## config.mk

```make
export PLATFORM = sky130hd
export DESIGN_NAME = fpcvt_arb
export DESIGN_NICKNAME = d
export VERILOG_FILES = /design/src/rtl/fpcvt_arb.sv
export SDC_FILE = /design/constraint.sdc
export NUM_CORES = 1
export LEC_CHECK = 0
export CORE_MARGIN = 2
export CORE_UTILIZATION = 57
export DETAILED_ROUTE_END_ITERATION = 8
export MAX_ROUTING_LAYER = met4
export PLACE_DENSITY = 0.83
export SYNTH_ARGS = -nofsm -noshare
export SYNTH_HDL_FRONTEND = slang
export SYNTH_SLANG_ARGS = --single-unit
```

## constraint.sdc

```tcl
create_clock -name clk -period 6.5 [get_ports clk]
set_input_delay 1.625 -clock clk [delete_from_list [all_inputs] [get_ports clk]]
set_output_delay 1.625 -clock clk [all_outputs]
set_load 0.1 [all_outputs]
```

## src/rtl/fpcvt_arb.sv

```systemverilog
// Two-requester round-robin front end that time-shares one 12-bit fixed-point
// to 8-bit floating-point converter (S, E[2:0], F[3:0]).

module fpcvt (
   input  logic [11:0] d,
   output logic        s,
   output logic [2:0]  e,
   output logic [3:0]  f
);
   logic [11:0] mag;
   logic [3:0]  pos;
   logic [3:0]  exp_r;
   logic [3:0]  sh_amt;
   logic [4:0]  sh5;
   logic [4:0]  sum;

   // Leading-one normalise, round half up on the first dropped bit.
   always_comb begin
      s      = d[11];
      mag    = d[11] ? (~d + 12'd1) : d;
      pos    = 4'd0;
      exp_r  = 4'd0;
      sh_amt = 4'd0;
      sh5    = 5'd0;
      sum    = 5'd0;
      e      = 3'd0;
      f      = 4'd0;
      for (int i = 0; i < 12; i++) begin
         if (mag[i]) pos = 4'(i);
      end
      if (mag >= 12'h7C0) begin
         e = 3'd7;
         f = 4'd15;
      end else if (mag < 12'd16) begin
         f = mag[3:0];
      end else begin
         exp_r  = pos - 4'd3;
         sh_amt = pos - 4'd4;
         sh5    = 5'(mag >> sh_amt);
         sum    = {1'b0, sh5[4:1]} + 5'(sh5[0]);
         if (sum[4]) begin
            e = 3'(exp_r + 4'd1);
            f = 4'd8;
         end else begin
            e = 3'(exp_r);
            f = sum[3:0];
         end
      end
   end
endmodule

module fpcvt_arb (
   input  logic        clk,
   input  logic        rst_n,
   input  logic [1:0]  req_valid,
   input  logic [11:0] req_data0,
   input  logic [11:0] req_data1,
   output logic [1:0]  req_ready,
   output logic        out_valid,
   input  logic        out_ready,
   output logic        out_id,
   output logic        out_S,
   output logic [2:0]  out_E,
   output logic [3:0]  out_F,
   output logic [7:0]  conv_count
);
   localparam int unsigned DW = 12;
   localparam int unsigned CW = 8;

   typedef enum logic [1:0] {IDLE, CONV, HOLD} state_t;

   state_t          state, state_nxt;
   logic [DW-1:0]   d_reg;
   logic            id_reg;
   logic            last_id;
   logic            grant_c, accept_c, capture_c, retire_c;
   logic            cvt_s;
   logic [2:0]      cvt_e;
   logic [3:0]      cvt_f;

   fpcvt u_fpcvt (
      .d (d_reg),
      .s (cvt_s),
      .e (cvt_e),
      .f (cvt_f)
   );

   always_ff @(posedge clk or negedge rst_n) begin
      if (!rst_n) state <= IDLE;
      else        state <= state_nxt;
   end

   // Grant selection, handshake strobes and next state.
   always_comb begin
      state_nxt = state;
      grant_c   = 1'b0;
      accept_c  = 1'b0;
      capture_c = 1'b0;
      retire_c  = 1'b0;
      req_ready = 2'b00;
      case (state)
         IDLE: begin
            case (req_valid)
               2'b01:   grant_c = 1'b0;
               2'b10:   grant_c = 1'b1;
               default: grant_c = ~last_id;
            endcase
            if (rst_n && (req_valid != 2'b00)) begin
               accept_c  = 1'b1;
               req_ready = grant_c ? 2'b10 : 2'b01;
               state_nxt = CONV;
            end
         end
         CONV: begin
            capture_c = 1'b1;
            state_nxt = HOLD;
         end
         HOLD: begin
            if (out_ready) begin
               retire_c  = 1'b1;
               state_nxt = IDLE;
            end
         end
         default: state_nxt = IDLE;
      endcase
   end

   always_ff @(posedge clk or negedge rst_n) begin
      if (!rst_n) begin
         d_reg      <= '0;
         id_reg     <= 1'b0;
         last_id    <= 1'b1;
         out_valid  <= 1'b0;
         out_id     <= 1'b0;
         out_S      <= 1'b0;
         out_E      <= 3'd0;
         out_F      <= 4'd0;
         conv_count <= '0;
      end else begin
         if (accept_c) begin
            d_reg   <= grant_c ? req_data1 : req_data0;
            id_reg  <= grant_c;
            last_id <= grant_c;
         end
         if (capture_c) begin
            out_valid <= 1'b1;
            out_id    <= id_reg;
            out_S     <= cvt_s;
            out_E     <= cvt_e;
            out_F     <= cvt_f;
         end
         if (retire_c) begin
            out_valid  <= 1'b0;
            conv_count <= conv_count + CW'(1);
         end
      end
   end
endmodule

```

# Yosys cells after proc, flatten, opt, wreduce, memory -nomap -nowiden
# Index checks and enable logic that the tools add are counted.
# W data, S select, Z words.
[classes] order_cmp=2 bitwise_logic=2 n_eq_ne=6 muxes=35 reduce_logical=5 shift=1 addsub=6
[op_table] op="$mux W4" n=7
[op_table] op="$mux W12" n=2
[op_table] op="$mux W3" n=7
[op_table] op="$mux W2" n=7
[op_table] op="$add A12 B1 Y12 const B" n=1
[op_table] op="$ge A12 B11 Y1 const B" n=1
[op_table] op="$lt A12 B5 Y1 const B" n=1
[op_table] op="$not A12 Y12" n=1
[op_table] op="$shr A12 B4 Y5" n=1
[op_table] op="$mux W1" n=10
[op_table] op="$add A8 B1 Y8 const B" n=1
[op_table] op="$pmux W2 S3" n=1
[op_table] op="$add A4 B1 Y5" n=1
[op_table] op="$eq A2 B1 Y1 const B" n=2
[op_table] op="$eq A2 B2 Y1 const B" n=2
[op_table] op="$ne A2 B2 Y1 const B" n=2
[op_table] op="$reduce_bool A2 Y1" n=2
[op_table] op="$sub A4 B3 Y4 const B" n=1
[op_table] op="$add A3 B1 Y3 const B" n=1
[op_table] op="$sub A3 B2 Y3 const B" n=1
[op_table] op="$logic_not A2 Y1" n=1
[op_table] op="$pmux W1 S2" n=1
[op_table] op="$reduce_and A2 Y1" n=1
[op_table] op="$logic_and A1 B1 Y1" n=1
[op_table] op="$not A1 Y1" n=1
[totals] register_bits=34 elab_cells=67 output_inout_bits=20 in_bits=29

# Depth between registers and ports, before layout
# Gate-level depths: netlist of run 1.
[depth] ltp_word=20 mapped_depth=22 ltp_nobuf=19

# Hierarchy
# A second synthesis of run 1 with hierarchy kept.
[unflattened] cells_unflattened=299 area_unflattened_um2=2770.2
[modules_own_cells] module="fpcvt_arb" instances=1 cells_per_inst=144 area_each_um2=1589.0 seq_area_each_um2=852.1
[modules_own_cells] module="fpcvt" instances=1 cells_per_inst=155 area_each_um2=1181.1 seq_area_each_um2=0.0

# Worst setup path after synthesis of run 1
# OpenSTA, ideal clock, no wires.
[synth_path] path_type="in2out" from="input port req_valid[0]" to="output port req_ready[1]" required_ps=4875 arrival_ps=5122 slack_ps=-247 path_buffers=0 path_stages=4 path_cell_list="inv_1 ha_1 mux2i_1 nor4_1"
[synth_via] elab_chain_len=6 word_cells_on_any_way=9 cone_classes="eq/ne (2); mux (5); reduce/logical (2)"
[synth_lines] element="from (decl)" line="55" text="input logic [1:0] req_valid,"
[synth_lines] element="$eq A2 B2 Y1 or $eq A2 B1 Y1 (tied branches)" line="103" text="case (req_valid)"
[synth_lines] element="$pmux W1 S2" line="103"
[synth_lines] element="$mux W1" line="101" text="case (state)"
[synth_lines] element="$mux W2" line="110" text="req_ready = grant_c ? 2'b10 : 2'b01;"
[synth_lines] element="$mux W2 *" line="108" text="if (rst_n && (req_valid != 2'b00)) begin"
[synth_lines] element="$mux W2 *" line="101"
[synth_lines] element="to (decl)" line="58" text="output logic [1:0] req_ready,"
# Mark *: on every way between the ends. The rest lies on a longest branch, timed or not. The select of a mux whose other input is x is not followed.

# Worst setup path after layout of run 1
[layout_path] from="input port req_valid[0]" to="output port req_ready[0]"
# Same word-level chain as after synthesis.

==> results of run 1 <==
cells by family after synthesis:
kind of cell | synth area share
AO/OA/AOI/OAI | 0.286
XOR/XNOR | 0.0678
adder cells (fa/ha/maj) | 0.0436
buffers and inverters | 0.0572
flip-flops | 0.330
multiplexers | 0.0392
AND/OR/NAND/NOR | 0.176
through the flow:
step / hold slack (ns) / std cells
6_report: 0.489 / 388
5_1_grt: 0.500 / 388
4_1_cts: 0.490 / 388
3_5_place_dp: 0.461 / 380
3_3_place_gp: 0.458 / 380
2_1_floorplan: 0.439 / 300
critical path, stage by stage:
cell and delay, ns:
clkdlybuf4s50_1 0.46, inv_1 0.05, ha_1 0.18, nand2b_1 0.15, or3_1 0.54, nor2b_1 0.29
buf_12 0.21
metal layers:
layer	up-vias	wire length [um]
li1	1183	-
met1	1209	2800
met2	97	3080
met3	8	374
met4	0	81
met5	-	0
cells in the final DEF (no fill, tap or decap), types with 3 or more instances in the layout:
master           instances
ha_1                     9
o21ai_0                 24
dfrtp_1                 33
nor2_1                  16
a21o_1                   4
o31ai_1                  3
clkdlybuf4s50_1         46
and3_1                   5
o2111ai_1                3
clkbuf_8                 6
nand2_1                 29
nand2b_1                 6
o22ai_1                 10
xor2_1                   7
or3_1                    3
o21ai_1                  4
nor3_1                   8
inv_1                   11
o21bai_1                 3
mux2i_1                  9
o221ai_1                 5
xnor2_1                 13
nand3_1                  4
nand4_1                  3
buf_4                    3
a21oi_1                 17
Yosys cell counts, drive strengths merged (3+ instances only):
cell / instances
a21o: 4
a21oi: 18
and3: 5
buf: 6
clkbuf: 16
dfrtp: 33
ha: 9
inv: 11
mux2i: 9
nand2: 29
nand2b: 6
nand3: 4
nand4: 3
nor2: 16
nor3: 8
nor4: 3
o2111ai: 3
o211ai: 3
o21ai: 28
o21bai: 3
o221ai: 6
o22ai: 10
o31ai: 3
or3: 3
or4: 3
xnor2: 13
xor2: 7
cell type report:
class	instances	share of cell area
multi-input cells	232	0.505
flip-flops and latches	34	0.271
repair buffers	50	0.160
clock buffers	7	0.0274
well taps	52	0.0207
inverters	12	0.0143
clock inverters	1	0.00159
worst max-delay path by stage:
stage | from | to | depth (start not counted)
after global placement | req_valid[0] | req_ready[0] | 7
after detailed placement | req_valid[0] | req_ready[0] | 7
after floorplan | req_valid[0] | req_ready[0] | 5
after global routing | req_valid[1] | req_ready[0] | 7
after CTS | req_valid[0] | req_ready[0] | 7
final | req_valid[0] | req_ready[0] | 7
==> results_dict.tcl, run 1 <==
set metrics [dict create \
    synthTopCellsByArea "dfrtp_1 (32%), o21ai_0 (4.7%), xnor2_1 (4.4%)" \
    clk_latency_ns 0.29 \
    clk_root_buffer_cell "clkbuf_8" \
    synth_edf_count 0 \
    grt.total_usage 0.269 \
    routedWlPerCell_um 16.3 \
    vias 2497 \
    rsz0062_at_grt "no" \
    portBuffers 48 \
    worstPathMaxFanout 18 \
    status "finished clean" \
    overflow 0 \
    synthDistinctLibCells 62 \
    tritoncts "yes" \
    cts-resized-gates 0 \
    multiInputGateArea_sq_mm 0.00159 \
    final_antenna_net_count 0 \
    ys_async_sr_fraction 1.00 \
    worstPathArrival_ns 3.50 \
    antenna_found_initial 0 \
    yosys_warnings 0 \
    rows 24 \
    min_period_over_period 0.788 \
    postSynthCellCount 300 \
    dp_slack_ns 1.36 \
    cts_setup_buffers 0 \
    syn_area_per_cell_sq_um 8.61 \
    synth_top_area_share 0.320 \
    max_freq_ghz 0.195 \
    setup_viol 0 \
    fp.dieW_um 71.3 \
    met3_usage 0.0422 \
    postLayoutCellArea_sq_mm 0.00315 \
    globalRouteMet2Util 0.436 \
    htreeDepth 2 \
    hold_class "flop to flop" \
    cts_hold_buf 0 \
    cts.sinks 34 \
    grt_use_met1 0.351 \
    fin_crit_ns 5.12 \
    antennaDiodeCount 0 \
    regArea_sq_um 852 \
    hold_end "conv_count[7]$_DFFE_PN0P_" \
    die-area_sq_mm 0.00509 \
    utilization 0.722 \
    synthesis.nets 338 \
    ioPinCount 49 \
    min-delay-start "conv_count[7]$_DFFE_PN0P_" \
    place_hpwl_um 4670 \
    fp.dieH_um 71.3 \
    tightest_slew_ns 1.20 \
    yosysTopAreaCell "dfrtp_1" \
    drv_cap 0 \
    ys_ff_latch 34 \
    cp.required_ns 4.88 \
    start_util 0.593 \
    vias_per_cell 6.44 \
    syn_to_final_growth_pct 21.8 \
    n_fill_cell 330 \
    cp-start-kind "input pin" \
    firstDrtPassIters 5 \
    core_area_sq_mm 0.00435 \
    grt_max_degree 35 \
    finalHoldViolCount 0 \
    slew_headroom 0.196 \
    syn_area_sq_mm 0.00258 \
    drv_slew 0 \
    clockBufferDepth 2 \
    drive_above_1_share 0.0744 \
    drc 0 \
    grt_pass1_vias 2348 \
    gp_congestion 0.919 \
    path_clk_slew_ns 0.07 \
    numCtsBuffers 5 \
    critical_path_class "input pin to output pin" \
    cp-end-kind "output pin" \
    timing.rr.end "out_E[2]$_DFFE_PN0P_" \
    tns_ns 0 \
    synth_seq_area_share 0.330 \
    grt_pass1_wl_um 10700 \
    drtIter0Drc 262 \
    reg2reg_depth 16 \
    finClkSkew_ns 0.00429 \
    drt_wl_total_um 6330 \
    top_usage_layer "met2" \
    reg2reg_slack_ns 1.77 \
    fin_nets 373 \
    layout_setup_ws_ns 1.38 \
    placed_area_sq_mm 0.00305 \
    largest_reg_flops 12 \
    timing.rr.start "d_reg[0]$_DFFE_PN0P_" \
    synthFlopType "dfrtp_1" \
    min_path_cells 1 \
]
Power of run 1 is not shown: default switching activity piles up to over one toggle a cycle in this logic, so the estimate is an artifact.
==> inputs of run 2 (changes only) <==
--- a/config.mk
+++ b/config.mk
@@ -6,10 +6,10 @@
 export NUM_CORES = 1
 export LEC_CHECK = 0
 export CORE_MARGIN = 2
-export CORE_UTILIZATION = 57
+export CORE_UTILIZATION = 53
 export DETAILED_ROUTE_END_ITERATION = 8
 export MAX_ROUTING_LAYER = met4
-export PLACE_DENSITY = 0.83
+export PLACE_DENSITY = 0.78
 export SYNTH_ARGS = -nofsm -noshare
 export SYNTH_HDL_FRONTEND = slang
 export SYNTH_SLANG_ARGS = --single-unit
==> constraint.sdc (replaced) <==
create_clock -name clk -period 5.2 [get_ports clk]
set_input_delay 1.3 -clock clk [delete_from_list [all_inputs] [get_ports clk]]
set_output_delay 1.3 -clock clk [all_outputs]
set_load 0.1 [all_outputs]
==> run 2 against run 1 <==
Global-route usage shrank 1.9 points; sequential share of layout area decreased by 0.27 points; count of clock-buffer cells in the layout did not move; final cell count is 4.1% higher; register-to-register slack worse by 1.1 ns; cell area is 0.99% higher; worst setup slack got worse by 0.76 ns; hold slack got worse by 0.020 ns; non-clock buffer count up 2; clock skew decreased by 0.00084 ns; flip-flop and latch count unchanged; critical path depth increased by 10; largest cell class unchanged.
==> results_dict.tcl, run 2 (synthesis gave the netlist of run 1 again) <==
set metrics [dict create \
    status "finished clean" \
    largest_reg_flops 12 \
    reg2reg_depth 17 \
    min_period_over_period 0.881 \
    worstPathArrival_ns 4.74 \
    reg2reg_slack_ns 0.62 \
    vias 2447 \
    cts_hold_buf 0 \
    tritoncts "yes" \
    antennaDiodeCount 0 \
    rows 25 \
    fp.dieW_um 73.8 \
    max_freq_ghz 0.218 \
    cts_setup_buffers 0 \
    drtIter0Drc 251 \
    die-area_sq_mm 0.00545 \
    clk_root_buffer_cell "clkbuf_8" \
    gp_congestion 0.927 \
    firstDrtPassIters 5 \
    cp-end-kind "flop" \
    core_area_sq_mm 0.00472 \
    finClkSkew_ns 0.00345 \
    final_antenna_net_count 0 \
    overflow 0 \
    drt_wl_total_um 6180 \
    cp-start-kind "flop" \
    drv_cap 0 \
    start_util 0.547 \
    tightest_slew_ns 1.20 \
    slew_headroom 0.190 \
    path_clk_slew_ns 0.06 \
    tns_ns 0 \
    routedWlPerCell_um 15.3 \
    mostFrequentLayoutCell "clkdlybuf4s50_1" \
    drive_above_1_share 0.0742 \
    syn_to_final_growth_pct 23.0 \
    cp.required_ns 5.36 \
    finalHoldViolCount 0 \
    setup_viol 0 \
    portBuffers 48 \
    vias_per_cell 6.06 \
    fin_nets 375 \
    worstPathMaxFanout 14 \
    grt_pass1_vias 2313 \
    antenna_found_initial 0 \
    grt_max_degree 35 \
    hold_class "flop to flop" \
    critical_path_class "flop to flop" \
    ioPinCount 49 \
    min_path_cells 1 \
    layout_common_cells "clkdlybuf4s50_1 (46), dfrtp_1 (33), nand2_1 (29), o21ai_0 (24), a21oi_1 (17)" \
    grt_pass1_wl_um 10400 \
    clk_latency_ns 0.28 \
    grt.total_usage 0.251 \
    cts.sinks 34 \
    rsz0062_at_grt "no" \
    drc 0 \
    numCtsBuffers 5 \
    clockBufferDepth 2 \
    drv_slew 0 \
    cts-resized-gates 0 \
    htreeDepth 2 \
    fp.dieH_um 73.8 \
    place_hpwl_um 4590 \
    fin_crit_ns 4.58 \
]
-- run 2: cell types whose count changed in the layout (fill, tap and decap cells not counted), sizes merged --
cell | previous run | this run
buf | 4 | 6
clkinv | 2 | 1
-- run 2: worst max-delay path, cell delays in order, from the launching register on --
cell and delay [ns]:
dfrtp_1 0.47, inv_1 0.17, ha_1 0.23, nor3b_2 0.46, nand2_1 0.22, o2111ai_1 0.37
o21a_1 0.24, nand2b_1 0.53, mux2i_1 0.29, mux2i_1 0.10, a221o_1 0.35, ha_1 0.22
ha_1 0.18, inv_1 0.13, a221oi_4 0.08, and3_1 0.21, o21ai_1 0.11, a21oi_1 0.08
-- run 2: per-layer routing --
metal / global-route usage / share of wire
met5: - / 0
met2: 0.384 / 0.46
met4: 0.0687 / 0.011
met3: 0.0466 / 0.062
met1: 0.341 / 0.46
-- run 2: stage by stage --
step / std cells / hold slack (ns) / cell area [sq um] / worst slack, ns / util
2_1_floorplan: 300 / 0.439 / 2590 / 0.194 / -
3_3_place_gp: 397 / 0.459 / 3100 / 0.744 / 0.656
3_5_place_dp: 397 / 0.468 / 3100 / 0.691 / 0.656
4_1_cts: 404 / 0.477 / 3180 / 0.681 / 0.673
5_1_grt: 404 / 0.488 / 3180 / 0.199 / 0.673
6_report: 404 / 0.468 / 3180 / 0.621 / 0.673
-- run 2: area by class of cell --
type / count / area, sq um
clock buffer: 7 / 76.3
fill: 425 / 1550
multi-input combinational: 232 / 1590
tap: 67 / 83.8
sequential: 34 / 852
timing repair buffer: 52 / 531
inverter: 12 / 45.0
-- run 2: final timing paths --
check | start | end
worst min-delay path | conv_count[7]$_DFFE_PN0P_ | conv_count[7]$_DFFE_PN0P_
worst min register to register | conv_count[7]$_DFFE_PN0P_ | conv_count[7]$_DFFE_PN0P_
worst max-delay path | d_reg[0]$_DFFE_PN0P_ | out_E[1]$_DFFE_PN0P_
worst max register to register | d_reg[0]$_DFFE_PN0P_ | out_E[1]$_DFFE_PN0P_
max in group asynchronous | rst_n | last_id$_DFFE_PN1P_
min in group asynchronous | rst_n | state[0]$_DFFE_PN0P_
Power of run 2 is left out for the same reason.
